## src/rtl/program_loader.sv

```systemverilog
// ---------------------------------------------------------------------------
// program_loader
//
// Fills the byte-wide instruction memory of the fetch stage from a serial
// byte stream (UART receiver output) before the pipeline runs. Bytes are
// written in arrival order to ascending addresses. They are also assembled
// big-endian into 32-bit words. A load ends when a complete, word-aligned
// HALT_WORD has been received. It also ends, with an error, when the last
// memory byte is written without HALT_WORD having been seen.
//
// Ports:
//   i_clk                    clock, all logic on the rising edge
//   i_reset                  synchronous, active-high reset
//   i_start                  begin a new load (sampled in IDLE, DONE, ERROR)
//   i_rx_data[7:0]           received byte
//   i_rx_valid               one-cycle strobe qualifying i_rx_data
//   o_write_instruction_mem  instruction-memory write enable (one cycle per byte)
//   o_instruction_mem_addr   byte write address, zero-extended
//   o_instruction_mem_data   write data, byte in [7:0], upper bits zero
//   o_halt                   pipeline freeze, high exactly while loading
//   o_done                   load terminated by HALT_WORD
//   o_error                  capacity exhausted without HALT_WORD
//   o_word_count[6:0]        complete words written, including HALT
// ---------------------------------------------------------------------------
module program_loader #(
    parameter int          ADDR_WIDTH = 8,
    parameter logic [31:0] HALT_WORD  = 32'hFFFF_FFFF
) (
    input  logic        i_clk,
    input  logic        i_reset,
    input  logic        i_start,
    input  logic [7:0]  i_rx_data,
    input  logic        i_rx_valid,
    output logic        o_write_instruction_mem,
    output logic [31:0] o_instruction_mem_addr,
    output logic [31:0] o_instruction_mem_data,
    output logic        o_halt,
    output logic        o_done,
    output logic        o_error,
    output logic [6:0]  o_word_count
);

    typedef enum logic [1:0] {
        S_IDLE  = 2'd0,
        S_LOAD  = 2'd1,
        S_DONE  = 2'd2,
        S_ERROR = 2'd3
    } state_t;

    state_t                state_q, state_d;
    logic [ADDR_WIDTH-1:0] ptr_q, ptr_d;
    logic [1:0]            bcnt_q, bcnt_d;
    logic [31:0]           shreg_q, shreg_d;
    logic                  wr_q, wr_d;
    logic [31:0]           addr_q, addr_d;
    logic [31:0]           data_q, data_d;
    logic                  halt_q, halt_d;
    logic                  done_q, done_d;
    logic                  error_q, error_d;
    logic [6:0]            wcnt_q, wcnt_d;

    // Pointer after the byte currently being accepted; wraps to zero once
    // the last memory address has been written.
    logic [ADDR_WIDTH-1:0] ptr_inc;
    logic [31:0]           shreg_inc;

    assign ptr_inc   = ptr_q + 1'b1;
    assign shreg_inc = {shreg_q[23:0], i_rx_data};

    always_comb begin
        state_d = state_q;
        ptr_d   = ptr_q;
        bcnt_d  = bcnt_q;
        shreg_d = shreg_q;
        wr_d    = 1'b0;
        addr_d  = addr_q;
        data_d  = data_q;
        done_d  = done_q;
        error_d = error_q;
        wcnt_d  = wcnt_q;

        case (state_q)
            S_IDLE, S_DONE, S_ERROR: begin
                // Byte strobes are ignored here; only a start does anything.
                if (i_start) begin
                    state_d = S_LOAD;
                    ptr_d   = '0;
                    bcnt_d  = 2'd0;
                    shreg_d = 32'd0;
                    wcnt_d  = 7'd0;
                    done_d  = 1'b0;
                    error_d = 1'b0;
                end
            end

            S_LOAD: begin
                // i_start is deliberately not looked at while loading.
                if (i_rx_valid) begin
                    wr_d    = 1'b1;
                    addr_d  = {{(32-ADDR_WIDTH){1'b0}}, ptr_q};
                    data_d  = {24'd0, i_rx_data};
                    ptr_d   = ptr_inc;
                    shreg_d = shreg_inc;
                    bcnt_d  = bcnt_q + 2'd1;

                    // Only a fully assembled, aligned word can end the load.
                    // HALT as the very last word takes priority over overflow.
                    if (bcnt_q == 2'd3) begin
                        wcnt_d = wcnt_q + 7'd1;
                        if (shreg_inc == HALT_WORD) begin
                            state_d = S_DONE;
                            done_d  = 1'b1;
                        end else if (ptr_inc == '0) begin
                            state_d = S_ERROR;
                            error_d = 1'b1;
                        end
                    end
                end
            end

            default: state_d = S_IDLE;
        endcase

        // Registered copy of "next state is LOAD", so o_halt tracks the state.
        halt_d = (state_d == S_LOAD);
    end

    always_ff @(posedge i_clk) begin
        if (i_reset) begin
            state_q <= S_IDLE;
            ptr_q   <= '0;
            bcnt_q  <= 2'd0;
            shreg_q <= 32'd0;
            wr_q    <= 1'b0;
            addr_q  <= 32'd0;
            data_q  <= 32'd0;
            halt_q  <= 1'b0;
            done_q  <= 1'b0;
            error_q <= 1'b0;
            wcnt_q  <= 7'd0;
        end else begin
            state_q <= state_d;
            ptr_q   <= ptr_d;
            bcnt_q  <= bcnt_d;
            shreg_q <= shreg_d;
            wr_q    <= wr_d;
            addr_q  <= addr_d;
            data_q  <= data_d;
            halt_q  <= halt_d;
            done_q  <= done_d;
            error_q <= error_d;
            wcnt_q  <= wcnt_d;
        end
    end

    assign o_write_instruction_mem = wr_q;
    assign o_instruction_mem_addr  = addr_q;
    assign o_instruction_mem_data  = data_q;
    assign o_halt                  = halt_q;
    assign o_done                  = done_q;
    assign o_error                 = error_q;
    assign o_word_count            = wcnt_q;

endmodule

```

## config.mk

```make
export PLATFORM = sky130hd
export DESIGN_NAME = program_loader
export DESIGN_NICKNAME = d
export VERILOG_FILES = /design/src/rtl/program_loader.sv
export SDC_FILE = /design/constraint.sdc
export NUM_CORES = 1
export LEC_CHECK = 0
export ABC_CLOCK_PERIOD_IN_PS = 2050
export BUFFER_PORTS_ARGS = -buffer_cell sky130_fd_sc_hd__buf_2
export CAP_MARGIN = 20
export CORE_MARGIN = 5
export CORE_UTILIZATION = 51
export DETAILED_ROUTE_END_ITERATION = 10
export PLACE_DENSITY = 0.8
export SLEW_MARGIN = 15
export SYNTH_ARGS = -nofsm -noshare
export SYNTH_HDL_FRONTEND = slang
export SYNTH_SLANG_ARGS = --single-unit
export TNS_END_PERCENT = 10
```

## constraint.sdc

```tcl
create_clock -name i_clk -period 2.05 [get_ports i_clk]
set_clock_uncertainty 0.05 [all_clocks]
set_input_delay 0.3075 -clock i_clk [delete_from_list [all_inputs] [get_ports i_clk]]
set_output_delay 0.3075 -clock i_clk [all_outputs]
set_load 0.02 [all_outputs]
```

==> results of run 1 <==
-- cell type report --
type	instances	area share
Clock inverter	3	0.0210
Multi-Input combinational cell	237	0.411
Tap cell	72	0.0291
Inverter	2	0.00242
Timing Repair Buffer	45	0.0784
Sequential cell	63	0.407
Clock buffer	13	0.0513
-- cells by family after synthesis --
family / count (synthesis) / share of synthesized area
buffers and inverters: 64 / 0.157
adder cells (fa/ha/maj): 3 / 0.0134
XOR/XNOR: 5 / 0.0157
other: 1 / 0.00134
AND/OR/NAND/NOR: 109 / 0.191
AO/OA/AOI/OAI: 72 / 0.171
flip-flops: 63 / 0.451
-- per-layer routing --
layer	track usage	routed length, µm
met5	0	0
met4	0.0906	87
met3	0.0454	390
met2	0.270	2850
met1	0.198	2470
-- metrics by stage --
stage / instances / total power [mW] / hold WS (ns)
global route: 435 / 2.78 / 0.213
detailed placement: 419 / 1.50 / 0.393
global placement: 419 / 1.50 / 0.387
CTS: 435 / 2.70 / 0.199
floorplan: 364 / 1.52 / 0.392
finish: 435 / 2.68 / 0.212
-- power groups by stage --
stage | sequential (mW) | combinational, mW | clock (mW)
after floorplan | 1.29 | 0.226 | 0
after global placement | 1.28 | 0.214 | 0
after detailed placement | 1.29 | 0.216 | 0
after CTS | 1.26 | 0.216 | 1.23
after global routing | 1.26 | 0.238 | 1.28
final | 1.26 | 0.219 | 1.21
-- registers in the layout (all words and copies together), names as in the netlist --
signal,count
bcnt_q,2
o_done,1
o_error,1
o_halt,1
o_instruction_mem_addr,8
o_instruction_mem_data,8
o_word_count,7
o_write_instruction_mem,1
ptr_q,8
shreg_q,24
state_q,2
-- worst paths after layout --
check / start / end / slack, ns / depth (start not counted)
worst max-delay path: shreg_q[3] / state_q[1] / 0.33 / 5
worst min-delay path: i_rx_data[0] / shreg_q[0] / 0.21 / 3
worst max register to register: shreg_q[3] / state_q[1] / 0.33 / 5
worst min register to register: o_done / o_done / 0.40 / 2
-- layout by cell type, fill, tap and decap left out, types with 5 or more instances in the layout --
master and instances:
conb_1 48, o21ai_1 6, nand2_1 48, a21oi_1 35
clkbuf_8 11, dfxtp_1 63, a22o_1 18, buf_4 7
buf_2 38, nand4_1 12, nand3_1 5, xnor2_1 5
nor2_1 19
-- worst min-delay path, stage by stage --
cell and delay [ns]:
buf_2 0.11, nand2_1 0.07, a21oi_1 0.06
==> reports/qor.csv, run 1 <==
metric,value,unit
cts_max_level,3,
layout-drive-gt1-share,0.185,
p_leak,1.29,nW
crit_fanout,3,
yosys_warnings,0,
cp_data_required_time,2.27,ns
place_area,2870,µm²
synth_top_area_share,0.451,
critPathLaunchType,flip-flop,
cpMostUsedCell,nand4_1,
setup_viol,0,
clock_power_share,0.450,
hold_class,in -> reg,
cts.sinks,63,
synth_most_common_cell,dfxtp_1,
ys.flop_type,dfxtp_1,
internal_power,2.04,mW
grt_pass1_vias,2030,
wl_per_cell,13.3,µm
postRouteAntennaNets,0,
finalCriticalPeriod,1.72,ns
drv_cap,0,
grt_pass1_wl,9380,µm
max_clock_freq,581,MHz
preCtsSetupSlack,0.364,ns
cts_setup_buffers,0,
fin_setup_tns,0,ns
synthTopCellsByArea,"dfxtp_1, buf_4, nand2_1, a21oi_1, a22o_1",
vias,2219,
grt-ovfl-total,0,
num-nets-final,373,
grt.total_usage,0.166,
ys_async_sr_fraction,0,
seqPwrFrac,0.469,
finalWorstSetupSlack,0.329,ns
finalHoldViolations,0,
p_sw,0.645,mW
cellPowerDensity,866,nW/µm²
arrival,1.94,ns
endpoint_kind,flip-flop,
design.die.area,7060,µm²
clk_latency,0.33,ns
vias_per_cell,5.10,
die_y,84.0,µm
cts_buffers,9,
initial_core_util,0.517,
seqCellArea,1260,µm²
cts-resized-gates,0,
clock_path_buffers,2,
avgSynthCellArea,8.81,µm²
place.gp.congestion,0.833,
slew_headroom,0.574,
report.final.slew_viol_count,0,
syn-cell-area,2790,µm²
area_growth,10.8,%
rsz0062_at_grt,false,
root_buffer,clkbuf_8,
synth_edf_count,0,
netlist_instances,317,
diodes,0,
portBuffers,38,
antenna_found_initial,0,
cts_tree,yes,
rows,27,
synth.yosys.seq_area_share,0.451,
grt_max_degree,25,
multi_input_area,1270,µm²
path_clk_slew,0.07,ns
yosys-top-cells-count,"dfxtp_1, buf_4, nand2_1",
cp_slowest_stage_delay,0.60,ns
synthDistinctLibCells,41,
period_share,0.839,
switching_share,0.240,
yosys_register_bits,63,
vdd_drop_max,633,µV
ctsHoldBuffers,0,
finalWirelength,5790,µm
fp.dieW,84.0,µm
first_pass_iters,4,
cp_top_family,simple AND/OR/NAND/NOR gates,
critical_path_class,reg -> reg,
drt_iter0_drc,218,
drc,0,
crit_buf_inv,0,
post-route-util,0.573,
slowest_stage,nor4_1,
tightest_slew,0.633,ns
final_area,3100,µm²
dp_hpwl,4200,µm
p_comb_frac,0.082,
fillers,510,
ios,87,
cp_cell_sequence,"nand4_1, nor4_1, nand4_1, o311ai_2, nor2b_1",
core_area,5410,µm²
yosys.area.top_type,dfxtp_1,
status,completed,
Power figures use the tool's default switching activity.
==> run 2: changes to the inputs <==
Settings changed: ABC_AREA from default to 1, ABC_CLOCK_PERIOD_IN_PS 2050 to 1500, CORE_UTILIZATION 51 to 46, PLACE_DENSITY 0.8 to 0.75.
Clock period 2.05 ns to 1.5 ns, I/O delays scaled along.
==> reports/qor.csv, run 2 <==
metric,value,unit,change
r2r_start,state_q[1],,
holdPathEnd,shreg_q[1],,
initial_core_util,0.467,,-0.0501
cts_tree,yes,,
fin_setup_tns,0,ns,unchanged
clk_latency,0.35,ns,+0.02 ns
synthTopCellsByArea,"dfxtp_1, buf_4, nand2_1, a32o_1, a21oi_1",,
setup_viol,0,,unchanged
endpoint_kind,flip-flop,,
place_area,3020,µm²,+5.0%
cts_max_level,3,,unchanged
ys.flop_type,dfxtp_1,,
num-nets-final,426,,+14%
area_growth,12.2,%,
grt_max_degree,30,,+20%
final_area,3290,µm²,+6.2%
cts.sinks,63,,unchanged
vias,2369,,+6.8%
arrival,1.60,ns,-0.34 ns
drt_iter0_drc,97,,-56%
p_leak,1.42,nW,+9.7%
synthDistinctLibCells,31,,-24%
r2r_end,o_word_count[4],,
grt.total_usage,0.150,,-0.0159
yosys-top-cells-count,"nand2_1, dfxtp_1, buf_4",,
grt_pass1_vias,2202,,+8.5%
core_area,6280,µm²,+16%
ios,87,,unchanged
reg2regPathDepth,9,,+4
dp_hpwl,4210,µm,+0.22%
top_register,shreg_q,,
drv_cap,0,,unchanged
preCtsSetupSlack,0.0783,ns,-0.286 ns
status,completed,,
grt_pass1_wl,10000,µm,+6.8%
path_clk_slew,0.07,ns,about the same
design.die.area,8070,µm²,+14%
wl_per_cell,12.0,µm,-10%
drc,0,,unchanged
vdd_drop_max,690,µV,+8.9%
yosys_warnings,0,,unchanged
report.final.slew_viol_count,0,,unchanged
syn-cell-area,2930,µm²,+4.9%
grt-ovfl-total,0,,unchanged
r2r_slack,0.09,ns,-0.24 ns
critPathLaunchType,flip-flop,,
diodes,0,,unchanged
max_clock_freq,709,MHz,+22%
first_pass_iters,4,,unchanged
synth_most_common_cell,nand2_1,,
place.gp.congestion,0.834,,+0.18%
post-route-util,0.524,,-0.0491
postRouteAntennaNets,0,,unchanged
fp.dieW,89.8,µm,+6.9%
synth_edf_count,0,,unchanged
hold_depth,3,,unchanged
netlist_instances,364,,+15%
cts_buffers,9,,unchanged
critical_path_class,reg -> reg,,
die_y,89.8,µm,+6.9%
yosys.area.top_type,dfxtp_1,,
clock_path_buffers,2,,unchanged
synth_top_area_share,0.430,,-0.0210
crit_fanout,6,,+3
power,3.44,mW,+28%
largest_reg_flops,24,,unchanged
final_common_cell,nand2_1,,
period_share,0.940,,+0.100
finalCriticalPeriod,1.41,ns,-0.311 ns
antenna_found_initial,0,,unchanged
layout-drive-gt1-share,0.243,,+0.0582
vias_per_cell,4.81,,-5.8%
finalWirelength,5890,µm,+1.7%
rsz0062_at_grt,true,,
cellPowerDensity,1050,nW/µm²,+21%
synth.yosys.seq_area_share,0.430,,-0.0210
root_buffer,clkbuf_8,,
worstHoldStart,i_rx_data[1],,
rows,29,,+7.4%
cp_data_required_time,1.69,ns,-0.58 ns
finalWorstSetupSlack,0.0905,ns,-0.239 ns
yosys_register_bits,63,,unchanged
final_cell_mix,"nand2_1, dfxtp_1, conb_1",,
hold_class,in -> reg,,
finalHoldViolations,0,,unchanged
avgSynthCellArea,8.05,µm²,-8.7%
portBuffers,38,,unchanged
ys_async_sr_fraction,0,,unchanged
run 2: cell types whose count changed in the layout (fill, tap and decap cells not counted), moves of 11 or more:
| cell | previous run | this run |
|---|---|---|
| a22o_1 | 18 | 0 |
| nand4_1 | 12 | 1 |
| inv_1 | 2 | 17 |
| o21ai_0 | 1 | 12 |
| a32o_1 | 0 | 18 |
| nand2_1 | 48 | 78 |
run 2: critical path, stage by stage, from the launching register on:
cell and delay, ns:
dfxtp_1 0.31, inv_2 0.07, nand2_4 0.07, nor2_4 0.21, nand2_2 0.11, nand2_4 0.11, and3_4 0.19, nand2_2 0.06
nor2_1 0.09, nor2_1 0.05
run 2: how the worst max path moves through the flow:
stage                    start              end
detailed placement    ptr_q[0]           o_halt
finish              state_q[1]  o_word_count[4]
floorplan             ptr_q[0]           o_halt
global route          ptr_q[1]           o_halt
CTS                   ptr_q[1]           o_halt
global placement    state_q[0]          o_error
run 2: through the flow:
| stage | hold slack, ns | cells |
|---|---|---|
| global route | 0.118 | 493 |
| detailed placement | 0.400 | 472 |
| finish | 0.111 | 493 |
| floorplan | 0.344 | 411 |
| global placement | 0.396 | 472 |
| CTS | 0.0991 | 488 |
run 2: cell type report:
cell class                      instances  area (µm²)
Clock buffer                           13         159
Sequential cell                        63        1270
Tap cell                               77        96.3
Clock inverter                          3        17.5
Inverter                               23        86.3
Timing Repair Buffer                   51         300
Fill cell                             600        2990
Multi-Input combinational cell        263        1360
run 2: metal layers:
metal  global-route usage  vias to the layer above  wire length (µm)
li1                     -                     1191                 -
met1                0.178                     1082              2450
met2                0.241                       81              2830
met3               0.0442                       15               473
met4               0.0869                        0               137
met5                    0                        -                 0
run 2: cells by family after synthesis:
family | share of synthesized area
simple gates | 0.215
buf+inv | 0.183
compound gates | 0.155
flops | 0.430
fa+ha+maj | 0.0128
xor+xnor | 0.00299
other cells | 0.00128
run 2: power by group:
group	internal (mW)	total, mW	switching [mW]	leakage (nW)
combinational	0.0963	0.379	0.283	0.812
clock	0.685	1.32	0.640	0.0894
sequential	1.71	1.73	0.0237	0.514
run 2: timing repair:
item / CTS / global route
endpoints found under the setup margin: 0 / 5
resized for setup: 0 / 19
hold buffers: 0 / 0
buffers inserted: 0 / 5
==> run 3: changes to the inputs <==
Settings changed: ABC_AREA 1 to default, PLACE_DENSITY 0.75 to 0.76.
==> reports/qor.csv, run 3 (synthesis results as in run 1) <==
metric,value,unit,change
status,completed,,
place_inst,441,,-6.6%
critPathLaunchType,flip-flop,,
grt_pass1_wl,10200,µm,+1.7%
max_clock_freq,672,MHz,-5.3%
final_area,3360,µm²,+2.3%
dp_hpwl,4390,µm,+4.3%
first_pass_iters,4,,unchanged
vias,2336,,-1.4%
finalHoldViolations,0,,unchanged
report.final.slew_viol_count,0,,unchanged
power,3.35,mW,-2.5%
layout-drive-gt1-share,0.303,,+0.0601
instances_no_fill,458,,-7.1%
arrival,1.71,ns,+0.11 ns
grt_pass1_vias,2178,,-1.1%
r2r_start,ptr_q[1],,
cts_tree,yes,,
drv_cap,0,,unchanged
grt.total_usage,0.169,,+0.0186
fp.dieW,87.9,µm,-2.1%
hold_class,in -> reg,,
reg2regPathDepth,5,,-4
antenna_found_initial,0,,unchanged
r2r_slack,0.01,ns,-0.08 ns
cts_max_level,3,,unchanged
rows,28,,-3.4%
setup_viol,0,,unchanged
initial_core_util,0.472,,+0.00508
path_clk_slew,0.07,ns,about the same
cellPowerDensity,996,nW/µm²,-4.7%
postRouteAntennaNets,0,,unchanged
area_growth,20.4,%,
startpoint,ptr_q[1],,
clock_path_buffers,2,,unchanged
num-nets-final,395,,-7.3%
hold_depth,3,,unchanged
final_cell_mix,"nand2_1, conb_1, dfxtp_1",,
r2r_end,state_q[1],,
diodes,0,,unchanged
drc,0,,unchanged
ios,87,,unchanged
place.gp.congestion,0.853,,+2.3%
place_area,3060,µm²,+1.4%
fillers,544,,-9.3%
grt_max_degree,28,,-6.7%
root_buffer,clkbuf_8,,
design.die.area,7730,µm²,-4.1%
finalCriticalPeriod,1.49,ns,+0.0792 ns
fin_setup_tns,0,ns,unchanged
portBuffers,38,,unchanged
period_share,0.993,,+0.0528
whs,0.116,ns,+0.00500 ns
cts.sinks,63,,unchanged
grt-ovfl-total,0,,unchanged
vdd_drop_max,595,µV,-14%
drt_iter0_drc,148,,+53%
endpoint_kind,flip-flop,,
clk_latency,0.34,ns,about the same
cp_data_required_time,1.72,ns,+0.03 ns
cts_buffers,9,,unchanged
largest_reg_flops,24,,unchanged
finalWirelength,6320,µm,+7.2%
p_leak,1.40,nW,-1.3%
wl_per_cell,13.8,µm,+15%
rsz0062_at_grt,true,,
top_register,shreg_q,,
cp-endpoint,state_q[1],,
critical_path_class,reg -> reg,,
vias_per_cell,5.10,,+6.1%
crit_fanout,7,,+1
die_y,87.9,µm,-2.1%
core_area,5920,µm²,-5.7%
ctsHoldBuffers,0,,unchanged
## run 3: changes by cell type in the layout (fill, tap and decap cells not counted), sizes merged, moves of 11 or more
| cell | before | now |
|---|---|---|
| a22o | 0 | 18 |
| a32o | 18 | 0 |
| buf | 51 | 67 |
| inv | 21 | 2 |
| nand2 | 88 | 48 |
| nand4 | 1 | 12 |
| nor2 | 38 | 21 |
## run 3: how the worst min path moves through the flow
stage	startpoint	to
after global routing	i_rx_data[3]	o_instruction_mem_data[3]
after CTS	i_rx_data[3]	o_instruction_mem_data[3]
after global placement	o_instruction_mem_data[3]	o_instruction_mem_data[3]
final	i_rx_data[3]	o_instruction_mem_data[3]
after detailed placement	o_instruction_mem_addr[5]	o_instruction_mem_addr[5]
after floorplan	i_rx_data[0]	shreg_q[0]
## run 3: final cells by class
type,count,area (µm²),share of cell area
multi-input combinational,237,1350,0.400
timing repair buffer,67,460,0.137
tap,75,93.8,0.0279
clock buffer,13,159,0.0472
inverter,2,7.51,0.00223
clock inverter,1,5.00,0.00149
sequential,63,1290,0.384
## run 3: routing by layer
metal  routed length (µm)  GRT usage
met4                   64     0.0711
met2                 3130      0.279
met1                 2680      0.203
met3                  441     0.0517
met5                    0          0
## run 3: power by group
group          internal (mW)  total [mW]  leakage, nW  switching (mW)
combinational         0.0962       0.352        0.793           0.256
clock                  0.670        1.28       0.0854           0.613
sequential              1.70        1.72        0.518          0.0200
total                   2.46        3.35         1.40           0.889
## run 3: critical path, cell delays in order, from the launching register on
cell and delay (ns):
dfxtp_4 0.38, a211o_1 0.30, a21oi_2 0.13, nand3_2 0.10, o311ai_2 0.29, nor2b_1 0.17
## run 3: stage by stage
stage / setup slack [ns] / util
after floorplan: 0.0506 / -
after global placement: -0.0263 / 0.516
after detailed placement: -0.101 / 0.516
after CTS: -0.00319 / 0.549
after global routing: -0.0860 / 0.568
final: 0.0112 / 0.568
## run 3: repair_timing
| item | in CTS | in global routing |
|---|---|---|
| pin swaps | 2 | 13 |
| buffers inserted | 0 | 3 |
| setup endpoints to repair | 17 | 51 |
| gates resized for setup | 8 | 32 |
